$ cat src/rtl/vram_write_queue.sv
// CPU-side VRAM write buffer: a small FIFO drained into the VRAM write port while
// video timing allows writes. Optional object-hide sweep via `VWQ_OBM_HIDE_EN.

`ifndef VRAM_ADDR_WIDTH
`define VRAM_ADDR_WIDTH 11
`endif

module vram_write_queue #(
    parameter int          DEPTH    = 8,
    parameter int          ADDR_W   = `VRAM_ADDR_WIDTH,
    parameter int unsigned OBM_BASE = 'h200
) (
    input  logic                     clk,
    input  logic                     rst,
    input  logic                     in_valid,
    output logic                     in_ready,
    input  logic [ADDR_W-1:0]        in_address,
    input  logic [7:0]               in_data,
    input  logic                     writable,
    output logic                     vram_we,
    output logic [ADDR_W-1:0]        vram_address,
    output logic [7:0]               vram_data,
    output logic [$clog2(DEPTH):0]   level,
    output logic                     busy
`ifdef VWQ_OBM_HIDE_EN
    ,
    input  logic                     hide_req,
    output logic                     hide_done
`endif
);

    localparam int PTR_W   = $clog2(DEPTH);
    localparam int LVL_W   = PTR_W + 1;
    localparam int ENTRY_W = ADDR_W + 8;
    localparam logic [PTR_W:0] PTR_ONE = (PTR_W + 1)'(1);

`ifdef VWQ_OBM_HIDE_EN
    typedef enum logic [1:0] {IDLE, DRAIN, HIDE} state_t;
`else
    typedef enum logic [1:0] {IDLE, DRAIN} state_t;
`endif

    state_t               state_q, state_d;
    logic [PTR_W:0]       wr_ptr_q, wr_ptr_d;
    logic [PTR_W:0]       rd_ptr_q, rd_ptr_d;
    logic [LVL_W-1:0]     level_q, level_d;
    logic                 vram_we_q, vram_we_d;
    logic [ADDR_W-1:0]    vram_address_q, vram_address_d;
    logic [7:0]           vram_data_q, vram_data_d;
    logic                 busy_q, busy_d;
    logic                 ready_en_q, ready_en_d;

    logic [ENTRY_W-1:0]   mem_q [DEPTH];
    logic [ENTRY_W-1:0]   head_entry;
    logic                 empty;
    logic                 full;
    logic                 push;
    logic                 pop;
    logic                 hide_block;

`ifdef VWQ_OBM_HIDE_EN
    localparam logic [ADDR_W-1:0] OBM_BASE_A = ADDR_W'(OBM_BASE);

    logic                 hide_pending_q, hide_pending_d;
    logic [5:0]           idx_q, idx_d;
    logic                 sweep_last_q, sweep_last_d;
    logic                 hide_done_q, hide_done_d;
    logic [ADDR_W-1:0]    sweep_addr;

    // Byte 1 (YP) of object idx; sum wraps at the address width.
    assign sweep_addr = OBM_BASE_A + ADDR_W'({idx_q, 2'b01});
    assign hide_block = hide_pending_q || (state_q == HIDE);
`else
    assign hide_block = 1'b0;
`endif

    // Extra wrap bit distinguishes full from empty when the index bits match.
    assign empty = (wr_ptr_q == rd_ptr_q);
    assign full  = (wr_ptr_q[PTR_W] != rd_ptr_q[PTR_W]) &&
                   (wr_ptr_q[PTR_W-1:0] == rd_ptr_q[PTR_W-1:0]);

    assign in_ready   = rst && ready_en_q && !full && !hide_block;
    assign push       = in_valid && in_ready;
    assign pop        = (state_q == DRAIN) && !empty && writable;
    assign head_entry = mem_q[rd_ptr_q[PTR_W-1:0]];

    always_comb begin
        state_d        = state_q;
        wr_ptr_d       = wr_ptr_q;
        rd_ptr_d       = rd_ptr_q;
        level_d        = level_q + LVL_W'(push) - LVL_W'(pop);
        vram_we_d      = 1'b0;
        vram_address_d = vram_address_q;
        vram_data_d    = vram_data_q;
        ready_en_d     = 1'b1;
`ifdef VWQ_OBM_HIDE_EN
        hide_pending_d = hide_pending_q;
        idx_d          = idx_q;
        sweep_last_d   = 1'b0;
        hide_done_d    = sweep_last_q;
        if (hide_req && !hide_pending_q && (state_q != HIDE)) begin
            hide_pending_d = 1'b1;
        end
`endif

        if (push) begin
            wr_ptr_d = wr_ptr_q + PTR_ONE;
        end
        if (pop) begin
            rd_ptr_d       = rd_ptr_q + PTR_ONE;
            vram_we_d      = 1'b1;
            vram_address_d = head_entry[ENTRY_W-1:8];
            vram_data_d    = head_entry[7:0];
        end

        case (state_q)
            IDLE: begin
`ifdef VWQ_OBM_HIDE_EN
                if (hide_pending_q && empty) begin
                    state_d        = HIDE;
                    hide_pending_d = 1'b0;
                end else if (level_d != '0) begin
                    state_d = DRAIN;
                end
`else
                if (level_d != '0) begin
                    state_d = DRAIN;
                end
`endif
            end
            DRAIN: begin
                if (level_d == '0) begin
                    state_d = IDLE;
                end
            end
`ifdef VWQ_OBM_HIDE_EN
            HIDE: begin
                // Closed window pauses the sweep without advancing the index.
                if (writable) begin
                    vram_we_d      = 1'b1;
                    vram_address_d = sweep_addr;
                    vram_data_d    = 8'hFF;
                    idx_d          = idx_q + 6'd1;
                    if (idx_q == 6'd63) begin
                        state_d      = IDLE;
                        sweep_last_d = 1'b1;
                    end
                end
            end
`endif
            default: state_d = IDLE;
        endcase

        busy_d = (level_d != '0) || vram_we_d;
`ifdef VWQ_OBM_HIDE_EN
        busy_d = busy_d || hide_pending_d || (state_d == HIDE);
`endif
    end

    always_ff @(posedge clk) begin
        if (!rst) begin
            state_q        <= IDLE;
            wr_ptr_q       <= '0;
            rd_ptr_q       <= '0;
            level_q        <= '0;
            vram_we_q      <= 1'b0;
            vram_address_q <= '0;
            vram_data_q    <= '0;
            busy_q         <= 1'b0;
            ready_en_q     <= 1'b0;
        end else begin
            state_q        <= state_d;
            wr_ptr_q       <= wr_ptr_d;
            rd_ptr_q       <= rd_ptr_d;
            level_q        <= level_d;
            vram_we_q      <= vram_we_d;
            vram_address_q <= vram_address_d;
            vram_data_q    <= vram_data_d;
            busy_q         <= busy_d;
            ready_en_q     <= ready_en_d;
        end
    end

`ifdef VWQ_OBM_HIDE_EN
    always_ff @(posedge clk) begin
        if (!rst) begin
            hide_pending_q <= 1'b0;
            idx_q          <= '0;
            sweep_last_q   <= 1'b0;
            hide_done_q    <= 1'b0;
        end else begin
            hide_pending_q <= hide_pending_d;
            idx_q          <= idx_d;
            sweep_last_q   <= sweep_last_d;
            hide_done_q    <= hide_done_d;
        end
    end

    assign hide_done = hide_done_q;
`endif

    // Storage carries no reset so it can map onto distributed/block RAM.
    always_ff @(posedge clk) begin
        if (push) begin
            mem_q[wr_ptr_q[PTR_W-1:0]] <= {in_address, in_data};
        end
    end

    assign vram_we      = vram_we_q;
    assign vram_address = vram_address_q;
    assign vram_data    = vram_data_q;
    assign level        = level_q;
    assign busy         = busy_q;

endmodule

$ cat config.mk
export PLATFORM = sky130hd
export DESIGN_NAME = vram_write_queue
export DESIGN_NICKNAME = d
export VERILOG_FILES = /design/src/rtl/vram_write_queue.sv
export SDC_FILE = /design/constraint.sdc
export NUM_CORES = 1
export LEC_CHECK = 0
export CORE_MARGIN = 1
export CORE_UTILIZATION = 55
export CTS_BUF_LIST = sky130_fd_sc_hd__clkbuf_2 sky130_fd_sc_hd__clkbuf_4 sky130_fd_sc_hd__clkbuf_8
export DETAILED_ROUTE_END_ITERATION = 10
export GPL_TIMING_DRIVEN = 0
export PLACE_DENSITY = 0.75
export SETUP_SLACK_MARGIN = 0.05
export SLEW_MARGIN = 30
export SYNTH_ARGS = -nofsm -noshare
export SYNTH_HDL_FRONTEND = slang
export SYNTH_SLANG_ARGS = --single-unit
$ cat constraint.sdc
create_clock -name clk -period 4.47 [get_ports clk]
set_input_delay 0.894 -clock clk [delete_from_list [all_inputs] [get_ports clk]]
set_output_delay 0.894 -clock clk [all_outputs]
set_load 0.01 [all_outputs]
# Yosys cells after proc, flatten, opt, wreduce, memory -nomap -nowiden
# Memory sizes are Yosys's and may differ from the RTL's. A register that Yosys moved wholly into a read port is not among the register bits.
# Index checks and enable logic that the tools add are counted.
[totals] ff_bits=17 mem_bits_rw=152 inputBits=23 output_inout_bits=26 elab_cells=39 memories=1
[memory_table] name="mem_q" depth=8 width=19 read_ports=1 rd_ports_with_merged_regs=1 write_ports=1 line_no="53" rtl="logic [ENTRY_W-1:0] mem_q [DEPTH];"
[op_classes] n_addsub=4 n_eq_ne=6 n_mux=7 reduce_logical=14
[ops] operator="4-bit by 1-bit adder with 4-bit output (second input constant)" n=2
[ops] operator="1-bit logical AND" n=6
[ops] operator="4-bit by 1-bit adder with 4-bit output" n=1
[ops] operator="4-bit == test" n=1
[ops] operator="4-bit zero test" n=1
[ops] operator="1-bit 2-to-1 mux" n=4
[ops] operator="2-bit 2-to-1 mux" n=2
[ops] operator="2-bit one-hot mux with 2 select lines" n=1
[ops] operator="4-bit nonzero test" n=1
[ops] operator="4-bit by 1-bit subtractor with 4-bit output" n=1
[ops] operator="3-bit == test" n=1
[ops] operator="1-bit zero test" n=3
[ops] operator="2-bit by 1-bit == test with 1-bit output (second input constant)" n=1
[ops] operator="2-bit zero test" n=1
[ops] operator="2-bit by 1-bit != test with 1-bit output (second input constant)" n=1
[ops] operator="2-bit != test (second input constant)" n=1
[ops] operator="2-bit AND reduction" n=1
[ops] operator="1-bit logical OR" n=1
[ops] operator="1-bit != test" n=1

# Logic depth before layout (Yosys ltp)
[depth] word_depth=10 mapped_depth=12 mapped_depth_nobuf=11

# Least setup slack after synthesis
# No wires, ideal clock.
[synth_path] kind="input to register" start="in rst" end="mem mem_q[0][0] (netlist bit), enable pin" setup_time_ps=444 t_arrival_ps=3472 required_time_ps=4026 slack_ps=554 path_stages=5 n_path_buf=1 cell_sequence="buf_2 > nand2_1 > a41oi_2 > nand2_2 > nor4_1"
[synth_via] elab_chain_len=5
[synth_lines] element="start: declaration" line_no="14" rtl="input logic rst,"
[synth_lines] element="1-bit logical AND (2 in series)" line_no="82" rtl="assign in_ready = rst && ready_en_q && !full && !hide_block;"
[synth_lines] element="named net in_ready" line_no="16" rtl="output logic in_ready,"
[synth_lines] element="1-bit logical AND" line_no="83" rtl="assign push = in_valid && in_ready;"
[synth_lines] element="1-bit 2-to-1 mux" line_no="204" rtl="if (push) begin"
[synth_lines] element="1-bit 2-to-1 mux (not written as such)" line_no="205" rtl="mem_q[wr_ptr_q[PTR_W-1:0]] <= {in_address, in_data};"
[synth_lines] element="end: declaration" line_no="53"
# The timed path passes the listed nets, and every way through them passes these cells.

# Final worst setup path
[layout_path] start="in rst" end="reg busy_q, in the netlist busy"
[layout_via] elab_chain_len=7
[layout_lines] element="1-bit logical AND (2 in series)" line_no="82"
[layout_lines] element="1-bit logical AND" line_no="83"
[layout_lines] element="4-bit by 1-bit adder with 4-bit output" line_no="91" rtl="level_d = level_q + LVL_W'(push) - LVL_W'(pop);"
[layout_lines] element="4-bit by 1-bit subtractor with 4-bit output" line_no="91"
[layout_lines] element="4-bit nonzero test" line_no="154" rtl="busy_d = (level_d != '0) || vram_we_d;"
[layout_lines] element="1-bit logical OR" line_no="154"
[layout_lines] element="end signal: assignment" line_no="179" rtl="busy_q <= busy_d;"
[layout_lines] element="end: declaration" line_no="50" rtl="logic busy_q, busy_d;"
# Parallel ways exist; a longest one is shown, timed or not.
# A chain may end at the register's enable or synchronous reset.

==> impl_results.md <==
* Crit path capture type: flip-flop
* Crit Path Category: in -> reg
* Total GRT Usage at 22.3%
* Die Span Y at 116 µm
* Die Area at 13500 µm²
* Combinational Power Share at 8.8%
* Final ANT Viol Nets at 0
* GRT overflow at 0
* Post-synthesis mux area share at 15.4%
* Max-cap viol count at 0
* Commonest cells after routing, fill and taps aside: edfxtp_1 (152), clkdlybuf4s50_1 (48), mux4_2 (38)
* Minimum clock period at 3.73 ns
* Placed insts at 617
* Clock Pin Slew Worst Setup and Hold Paths at 0.08 ns
* R2r setup slk at 1.16 ns
* IR drop worst, VDD at 0.000239 V
* Clock buffer count from CTS at 17
* Endpoints failing setup at 0
* FF-to-FF Start: wr_ptr_q[2]$_SDFFE_PN0P_
* Adder-Cell Fraction of Synth Area at 1.32%
* 1st-pass router iterations at 5
* CP Launch Type: input port
* Status: finished, final reports clean
* Starting density of the core at 56.7%
* Post-Syn Instances at 378
* Final Routed Wirelength at 13.4 mm
* Worst hold path depth at 2
* Worst Clk Skew at 0.00973 ns
* # DRC at 0
* Cell Area, Synth at 7190 µm²
* Clock power frac at 32.4%
* Synth top area share at 63.5%
* Post-synth top area cell: edfxtp_1
* R2R depth at 11
* Final period util at 83.5%
* Reg2Reg Capture Point: busy$_SDFF_PN0_
* Yosys warning count at 0
* Syn avg cell area at 19.0 µm²
* Syn_nets at 408
* # nets final at 494
* Synth Area in Compound Gates at 3.73%
* Fmax at 268 MHz
* Post-CTS Setup Bufs at 0
* Proportion of layout cells with a drive suffix above 1 at 24.5%
* Sw Ratio at 21.4%
* # H-tree levels at 4
* Clk Latency, worst-skew pair at 0.46 ns
* Synthesized flop and latch total at 187
* Clock sinks at 187
* Hold Crit Class: reg -> reg
* Vias in the first global route at 3751
* # diodes at 0
* Root buffer cell: clkbuf_8
* Worst-path maximum fanout at 10
* Drt initial violations at 204
* GPL Wtd Cong at 0.766
* WP data arrival at 4.08 ns
* Port bufs at 48
* Setup_tns at 0 ns
* Hold slack at 0.520 ns
* XOR/XNOR Fraction of Synth Area at 1.41%
* Routed wire per std cell at 20.7 µm
* Synth area leaders: edfxtp_1 (64%), mux4_2 (12%), dfxtp_1 (9.8%)
* Area delta synth->final at 17.9%
* Cell internal pwr at 2.60 mW
* Post-detail-place hpwl at 9.02 mm
* Vias at 3652
* Data required time of the worst path at 4.82 ns
* Resize count post-CTS at 0
* Sequential area share after synthesis at 73.3%
* Most common cell after layout, fill and taps aside: edfxtp_1
* Largest net degree at the start of global routing at 20
* I/O pins at 49
* Slew margin rel. at 39.8%
* Actual slew at the worst max-slew pin at 0.902 ns
* Reg power frac at 58.9%
* CTS tree: built
* PD cells at 390 nW/µm²
* Hold path endpoint: rd_ptr_q[3]$_SDFFE_PN0P_
* Final cell count without fillers at 649
* Lkg Pwr at 2.77 nW
* Max Buffers Root-to-Sink at 2
* Post-Synth Simple-Gate Area at 2.58%
* Hold Vio Cnt, Final at 0
* Min-delay src: rd_ptr_q[3]$_SDFFE_PN0P_
* # hold bufs at CTS at 0
* Slew Viols, Final at 0
* Core area at 12700 µm²
* Rows at 41
* Sw Pwr at 0.706 mW
* Largest family of logic cells by synthesized area: multiplexers
* DIE WIDTH at 116 µm
* Global-route wire length before repair at 20.8 mm
* Antenna violations before repair at 0
* Unrepaired setup endpoints after global routing: no
* Yosys cell types at 35
* FILL cells at 871
* Mean number of vias per cell at 5.63
-- metrics by stage --
step	worst slack, ns	utilization [%]	area (µm²)	power [mW]
after floorplan	0.554	-	7190	2.14
after global placement	-2.05	62.2	7880	2.26
after detailed placement	0.260	63.9	8090	2.28
after CTS	0.738	66.9	8470	3.32
after global routing	0.532	66.9	8470	3.42
final	0.739	66.9	8470	3.31
-- flip-flops by register name, summed over array words and instances, names as in the netlist --
name and count:
vram_data 8, state_q 1, ready_en_q 1, vram_we 1
mem_q 152, busy 1, level 4, rd_ptr_q 4
vram_address 11, wr_ptr_q 4
-- power groups by stage --
stage / clock network, mW / registers [mW] / logic [mW]
3_5_place_dp: 0 / 1.99 / 0.293
5_1_grt: 1.15 / 1.95 / 0.318
6_report: 1.07 / 1.95 / 0.290
3_3_place_gp: 0 / 1.98 / 0.280
4_1_cts: 1.08 / 1.95 / 0.295
2_1_floorplan: 0 / 1.99 / 0.147
-- Yosys cell counts --
library cell  number
or3b_2             1
dfxtp_1           35
o21ai_1           18
nor3_1             4
xnor2_1            4
and2_1             5
o21ai_0            2
a21o_1             1
ha_1               6
nor2b_1            1
a41oi_2            1
buf_2              6
a21oi_1           20
fa_1               1
o21a_1             1
nand2_2            1
a41oi_4            1
mux2i_1           25
nor4_1             1
edfxtp_1         152
buf_6              2
xor2_1             2
xnor2_2            3
o31a_1             1
and3_1             1
nand2_1           11
buf_4              7
nor2_1             2
nand2b_1           4
nand4_1            1
clkbuf_1           8
inv_1              7
nand3_1            4
mux4_2            38
buf_1              1
-- kinds of logic after synthesis --
family / count (synthesis)
xor+xnor: 9
fa+ha+maj: 7
compound gates: 45
mux: 63
flops: 187
buf+inv: 31
simple gates: 36
-- how the worst max path moves through the flow --
stage               startpoint                    end  slack, ns  cells past startpoint
CTS                        rst        busy$_SDFF_PN0_       0.74                     12
floorplan                  rst  mem_q[0][0]$_DFFE_PP_       0.55                      5
detailed placement         rst        busy$_SDFF_PN0_       0.26                     12
finish                     rst        busy$_SDFF_PN0_       0.74                     12
global route               rst        busy$_SDFF_PN0_       0.53                     13
global placement           rst  mem_q[0][3]$_DFFE_PP_      -2.05                      6
-- layer usage --
metal  GRT usage (%)  vias up  share of wire [%]
met5               0        -                  0
met4            10.8        0                2.1
met3            4.26       21                4.8
met2            35.6      106                 50
met1            30.0     1861                 43
li1                -     1664                  -
-- critical path, cell delays in order --
cell and delay (ns):
clkdlybuf4s50_1 0.51, buf_2 0.24, nand2_1 0.10, a41oi_2 0.31
nand2_2 0.22, ha_1 0.33, inv_1 0.06, ha_1 0.15
inv_1 0.05, fa_1 0.51, or3b_2 0.47, o31a_1 0.24
-- cell type report --
class | instances | area, µm² | share of cell area [%]
Sequential cell | 187 | 5270 | 62.2
Multi-Input combinational cell | 160 | 1800 | 21.2
Timing Repair Buffer | 67 | 651 | 7.68
Clock buffer | 22 | 278 | 3.28
Tap cell | 172 | 215 | 2.54
Buffer | 24 | 139 | 1.64
Clock inverter | 10 | 100 | 1.18
Inverter | 7 | 26.3 | 0.310
(Power assumes the default switching activity.)
